$ cat src/rtl/irq_pkg.sv
// Shared definitions for the interrupt sequencer: register map, TCON/ICAUSE fields,
// FSM encoding and the fixed-priority helper.
package irq_pkg;

  localparam logic [2:0] REG_TH     = 3'd0;
  localparam logic [2:0] REG_TL     = 3'd1;
  localparam logic [2:0] REG_TCON   = 3'd2;
  localparam logic [2:0] REG_IMASK  = 3'd3;
  localparam logic [2:0] REG_IPEND  = 3'd4;
  localparam logic [2:0] REG_ICAUSE = 3'd5;

  localparam int TCON_EN      = 0;
  localparam int TCON_IE      = 1;
  localparam int ICAUSE_VALID = 31;
  localparam int ICAUSE_ID_W  = 5;

  typedef enum logic [1:0] {
    ST_IDLE = 2'b00,
    ST_REQ  = 2'b01,
    ST_SVC  = 2'b10
  } state_e;

  // Index of the lowest set bit; bit 0 has the highest priority.
  function automatic logic [4:0] lowest_set(input logic [31:0] v);
    logic [4:0] idx;
    idx = 5'd0;
    for (int i = 31; i >= 0; i--) begin
      if (v[i]) idx = i[4:0];
    end
    return idx;
  endfunction

endpackage

$ cat src/rtl/irq_timer.sv
// Free-running reload timer: TH reload, TL count, TCON control, and a one-cycle
// overflow pulse qualified by the timer interrupt enable.
module irq_timer
  import irq_pkg::*;
#(
  parameter logic [31:0] TH_RST = 32'h0000_0000
) (
  input  logic        clk,
  input  logic        reset,
  input  logic        th_we,
  input  logic        tl_we,
  input  logic        tcon_we,
  input  logic [31:0] wdata,
  output logic [31:0] th,
  output logic [31:0] tl,
  output logic [1:0]  tcon,
  output logic        tim_ovf
);

  logic [31:0] th_q, th_d;
  logic [31:0] tl_q, tl_d;
  logic [1:0]  tcon_q, tcon_d;

  // Next-state for reload, count and control; a bus write to TL beats counting.
  always_comb begin
    th_d   = th_q;
    tl_d   = tl_q;
    tcon_d = tcon_q;
    if (th_we) begin
      th_d = wdata;
    end else begin
      th_d = th_q;
    end
    if (tcon_we) begin
      tcon_d = wdata[1:0];
    end else begin
      tcon_d = tcon_q;
    end
    if (tl_we) begin
      tl_d = wdata;
    end else if (tcon_q[TCON_EN]) begin
      if (tl_q == 32'hFFFF_FFFF) begin
        tl_d = th_q;
      end else begin
        tl_d = tl_q + 32'd1;
      end
    end else begin
      tl_d = tl_q;
    end
  end

  // Timer register bank.
  always_ff @(posedge clk) begin
    if (reset) begin
      th_q   <= TH_RST;
      tl_q   <= 32'h0000_0000;
      tcon_q <= 2'b00;
    end else begin
      th_q   <= th_d;
      tl_q   <= tl_d;
      tcon_q <= tcon_d;
    end
  end

  assign th      = th_q;
  assign tl      = tl_q;
  assign tcon    = tcon_q;
  assign tim_ovf = tcon_q[TCON_EN] & tcon_q[TCON_IE] & (tl_q == 32'hFFFF_FFFF);

endmodule

$ cat src/rtl/irq_ctrl.sv
// Interrupt sequencer: pending/mask registers, fixed-priority winner, request FSM
// with ack/eret handshake, and the memory-mapped register decode.
module irq_ctrl
  import irq_pkg::*;
#(
  parameter int          N_EXT  = 3,
  parameter logic [31:0] TH_RST = 32'h0000_0000
) (
  input  logic             clk,
  input  logic             reset,
  input  logic [N_EXT-1:0] src_irq,
  input  logic             cs,
  input  logic [4:0]       addr,
  input  logic             wr,
  input  logic [31:0]      wdata,
  output logic [31:0]      rdata,
  input  logic             kernel,
  input  logic             irq_ack,
  input  logic             eret,
  output logic             irq
);

  localparam int NS = N_EXT + 1;

  logic [2:0]       reg_idx;
  logic             bus_we;
  logic [31:0]      th, tl;
  logic [1:0]       tcon;
  logic             tim_ovf;

  logic [N_EXT-1:0] src_sync_q, src_prev_q, src_edge;
  logic [NS-1:0]    ipend_q, ipend_d;
  logic [NS-1:0]    imask_q, imask_d;
  logic [NS-1:0]    act;
  logic [4:0]       winner;

  state_e           state_q, state_d;
  logic             irq_q, irq_d;
  logic             icause_valid_q, icause_valid_d;
  logic [4:0]       icause_id_q, icause_id_d;

  logic             unused_addr_bits;
  assign unused_addr_bits = ^addr[1:0];

  assign reg_idx = addr[4:2];
  assign bus_we  = cs & wr;

  irq_timer #(.TH_RST(TH_RST)) u_timer (
    .clk     (clk),
    .reset   (reset),
    .th_we   (bus_we && (reg_idx == REG_TH)),
    .tl_we   (bus_we && (reg_idx == REG_TL)),
    .tcon_we (bus_we && (reg_idx == REG_TCON)),
    .wdata   (wdata),
    .th      (th),
    .tl      (tl),
    .tcon    (tcon),
    .tim_ovf (tim_ovf)
  );

  assign src_edge = src_sync_q & ~src_prev_q;
  assign act      = ipend_q & imask_q;
  assign winner   = lowest_set({{(32-NS){1'b0}}, act});

  // Pending and mask update; a set in the same cycle as a W1C keeps the bit.
  always_comb begin
    ipend_d = ipend_q;
    imask_d = imask_q;
    if (bus_we && (reg_idx == REG_IPEND)) begin
      ipend_d = ipend_q & ~wdata[NS-1:0];
    end else begin
      ipend_d = ipend_q;
    end
    ipend_d = ipend_d | {src_edge, tim_ovf};
    if (bus_we && (reg_idx == REG_IMASK)) begin
      imask_d = wdata[NS-1:0];
    end else begin
      imask_d = imask_q;
    end
  end

  // Request FSM and cause latch; irq follows the next state so it is a clean flop.
  always_comb begin
    state_d        = state_q;
    icause_valid_d = icause_valid_q;
    icause_id_d    = icause_id_q;
    case (state_q)
      ST_IDLE: begin
        if ((|act) && !kernel) begin
          state_d = ST_REQ;
        end else begin
          state_d = ST_IDLE;
        end
      end
      ST_REQ: begin
        if (irq_ack) begin
          state_d        = ST_SVC;
          icause_valid_d = 1'b1;
          icause_id_d    = winner;
        end else if (!(|act) || kernel) begin
          state_d = ST_IDLE;
        end else begin
          state_d = ST_REQ;
        end
      end
      ST_SVC: begin
        if (eret) begin
          state_d        = ST_IDLE;
          icause_valid_d = 1'b0;
        end else begin
          state_d = ST_SVC;
        end
      end
      default: begin
        state_d = ST_IDLE;
      end
    endcase
    irq_d = (state_d == ST_REQ);
  end

  // Control state, source synchronisers and interrupt registers.
  always_ff @(posedge clk) begin
    if (reset) begin
      state_q        <= ST_IDLE;
      irq_q          <= 1'b0;
      icause_valid_q <= 1'b0;
      icause_id_q    <= 5'd0;
      ipend_q        <= {NS{1'b0}};
      imask_q        <= {NS{1'b0}};
      src_sync_q     <= {N_EXT{1'b0}};
      src_prev_q     <= {N_EXT{1'b0}};
    end else begin
      state_q        <= state_d;
      irq_q          <= irq_d;
      icause_valid_q <= icause_valid_d;
      icause_id_q    <= icause_id_d;
      ipend_q        <= ipend_d;
      imask_q        <= imask_d;
      src_sync_q     <= src_irq;
      src_prev_q     <= src_sync_q;
    end
  end

  assign irq = irq_q;

  // Combinational read mux; unmapped offsets and cs=0 read as zero.
  always_comb begin
    rdata = 32'h0000_0000;
    if (cs) begin
      case (reg_idx)
        REG_TH:     rdata = th;
        REG_TL:     rdata = tl;
        REG_TCON:   rdata = {30'd0, tcon};
        REG_IMASK:  rdata = {{(32-NS){1'b0}}, imask_q};
        REG_IPEND:  rdata = {{(32-NS){1'b0}}, ipend_q};
        REG_ICAUSE: rdata = {icause_valid_q, 26'd0, icause_id_q};
        default:    rdata = 32'h0000_0000;
      endcase
    end else begin
      rdata = 32'h0000_0000;
    end
  end

endmodule

$ cat config.mk
export PLATFORM = sky130hd
export DESIGN_NAME = irq_ctrl
export DESIGN_NICKNAME = d
export VERILOG_FILES = /design/src/rtl/irq_pkg.sv /design/src/rtl/irq_timer.sv /design/src/rtl/irq_ctrl.sv
export SDC_FILE = /design/constraint.sdc
export NUM_CORES = 1
export LEC_CHECK = 0
export BUFFER_PORTS_ARGS = -buffer_cell sky130_fd_sc_hd__clkbuf_2
export CAP_MARGIN = 25
export CELL_PAD_IN_SITES_DETAIL_PLACEMENT = 2
export CELL_PAD_IN_SITES_GLOBAL_PLACEMENT = 2
export CORE_MARGIN = 5
export CORE_UTILIZATION = 35
export CTS_BUF_LIST = sky130_fd_sc_hd__clkbuf_8
export CTS_CLUSTER_DIAMETER = 150
export DETAILED_ROUTE_END_ITERATION = 10
export PLACE_DENSITY = 0.83
export SYNTH_ARGS = -nofsm -noshare
export SYNTH_HDL_FRONTEND = slang
export SYNTH_HIERARCHICAL = 1
export SYNTH_SLANG_ARGS = --single-unit
$ cat constraint.sdc
create_clock -name clk -period 2.75 [get_ports clk]
set_input_delay 0 -clock clk [delete_from_list [all_inputs] [get_ports clk]]
set_output_delay 0 -clock clk [all_outputs]
set_load 0.03 [all_outputs]
==> results.tsv <==
metric	value	unit
crit_fanout	7	
path_buf_inv	2	
fp.dieW	131	um
worst_setup_path_start_kind	register	
nFillCells	1613	
cts_max_path_buffers	2	
power_density	421	mW/mm2
rsz0062_at_grt	false	
max_freq	401	MHz
peakVddDrop	250	uV
avgSynthCellArea	8.52	um2
r2r-start	u_timer/tl[1]$_SDFFE_PP0P_	
area_delta_synth_final	22.0	%
async_reset_ff_frac	0	
ys_seq_elements	86	
power	2.61	mW
io_pins	80	
hpwl	12600	um
grt-ovfl-total	0	
yosysWarnings	6	
yosys.cell_count.top_type	nor2_1	
fp.dieH	131	um
crit_chain	ha_1 > nand4_1 > nor4_4 > buf_4 > and4_1 > buf_4 > nand2_1 > o21ai_0	
grt_pass1_vias	5587	
cts_buffers	9	
portBuffers	77	
p_leak	2.24	nW
hold_class	in -> reg	
synthTopCellsByArea	dfxtp_1 (34%), mux2i_1 (8.6%), nor2_1 (6.9%)	
cts.sinks	86	
drt_iter0_markers	244	
grt.total_usage	0.230	
cp_top_family	simple AND/OR/NAND/NOR gates	
hold_violations	0	
holdCritStartpoint	irq_ack	
ant_nets	0	
drc_errors	0	
hold_buffers	38	
grt_max_degree	60	
slowest_stage	dfxtp_1	
path_class	reg -> reg	
maxCapViolations	0	
cts_tree	built	
crit_required	3.06	ns
tns	0	ns
clock_skew	0.0154	ns
synthesis.area	0.00509	mm2
tightest_slew	0.639	ns
crit_arrival	2.80	ns
nets	745	
ys_seq_area_frac	0.338	
critPathLaunch	u_timer/tl[1]$_SDFFE_PP0P_	
viasPerCell	5.77	
root_buffer	clkbuf_8	
htreeDepth	3	
period_needed	2.49	ns
outcome	finished, final reports clean	
clk_pin_slew	0.11	ns
clock_latency	0.40	ns
relSlewSlack	0.571	
end_kind	register	
fp-row-count	44	
postCtsSetupRepairBufs	0	
start_util	0.353	
place.gp.congestion	0.793	
drv_slew	0	
yosysTopAreaCellShare	0.338	
drt-pass1-iter-count	5	
synth_fp_nets	646	
core-area	0.0144	mm2
grt_pass1_wl	30600	um
n_antenna_cell	0	
synth_flop_cell	dfxtp_1	
postSynthCellCount	598	
synthTopCellsByCount	nor2_1 (93), dfxtp_1 (86), mux2i_1 (44), a21oi_1 (40), nand2_1 (33)	
crit_top_cell	buf_4	
cp_slowest_stage_delay	0.51	ns
ctsResizeCount	0	
setup_viol	0	
vias	5111	
antenna_found_initial	0	
wl	19200	um
dieArea	0.0171	mm2
wire_per_inst	21.7	um
fin_crit_sh	0.907	
ys_types	70	
drive_gt1_frac	0.219	
hold-worst-slack	0.0679	ns
yosys.area.top_type	dfxtp_1	
fin_util	0.431	
synth_edf_count	0	
==> tightest hold or removal path: stages <==
cell and delay (ns):
clkbuf_2 0.09, nor2b_1 0.16, nand4_1 0.11, a21oi_1 0.06
==> sequential cells by signal, summed over array words and instances, names as in the netlist <==
signal and cells:
u_timer/th 32, u_timer/tl 32, imask_q 4, ipend_q 4, src_prev_q 3, src_sync_q 3, icause_id_q 2, state_q 2
u_timer/tcon 2, icause_valid_q 1, irq 1
==> cell families after synthesis <==
kind of cell | Yosys count | synth area share
AOI/OAI and AO/OA | 142 | 0.203
adders and majority gates | 1 | 0.00246
and+or+nand+nor | 250 | 0.273
xor gates and xnor gates | 18 | 0.0310
buffers and inverters | 54 | 0.0575
muxes | 47 | 0.0953
DFF | 86 | 0.338
==> placed cells by master, fill, tap and decap left out, types with 3 or more instances in the layout <==
cell type / instances
a31oi_1: 4
o22ai_1: 14
nand3_1: 12
o32ai_1: 4
and3_1: 5
a311oi_1: 4
inv_1: 8
a22oi_2: 19
or3_1: 3
nor3b_1: 22
a211oi_1: 3
nor2_1: 93
nor2b_1: 13
a21oi_1: 40
mux2i_1: 44
nand2_1: 33
nand4_1: 10
nor4_1: 7
xor2_1: 10
xnor2_1: 8
a22oi_1: 13
nor3_1: 17
nand2b_1: 4
clkbuf_2: 77
o21ai_0: 19
clkbuf_8: 9
dlygate4sd3_1: 38
and4_1: 5
buf_4: 18
and2_1: 5
dfxtp_1: 86
==> metal layers <==
metal,up-vias,wire length (um),part of all wire,global-route usage
met3,29,573,0.030,0.0407
met1,2606,8100,0.42,0.275
met5,-,0,0,0
li1,2379,-,-,-
met4,0,337,0.018,0.0811
met2,97,10200,0.53,0.412
==> final cells by class <==
class                           count  area [um2]  share of cell area
Multi-Input combinational cell    458        3080               0.496
Clock buffer                        9         124              0.0199
Inverter                            8        30.0             0.00483
Timing Repair Buffer              134         921               0.148
Sequential cell                    86        1720               0.277
Tap cell                          184         230              0.0371
Clock inverter                      7         105              0.0169
==> through the flow <==
stage / setup WS, ns / area [um2] / cells
global route: 0.138 / 6210 / 886
global placement: 0.461 / 5600 / 832
finish: 0.256 / 6210 / 886
floorplan: 0.747 / 5090 / 598
CTS: 0.340 / 6210 / 886
detailed placement: 0.319 / 5600 / 832
==> final timing paths <==
check                           endpoint  slack (ns)  cells past startpoint
max          u_timer/tl[12]$_SDFFE_PP0P_        0.26                      8
min          icause_id_q[1]$_SDFFE_PP0P_        0.07                      4
max reg2reg  u_timer/tl[12]$_SDFFE_PP0P_        0.26                      8
min reg2reg  icause_id_q[1]$_SDFFE_PP0P_        0.46                      2
==> report_power, final <==
group	switching [mW]	leakage [nW]	total, mW	internal (mW)
clock	0.544	0.112	1.07	0.526
sequential	0.0244	0.696	1.29	1.27
combinational	0.144	1.43	0.254	0.110
total	0.712	2.24	2.61	1.90
No activity file was read; power rests on OpenSTA's default activity.
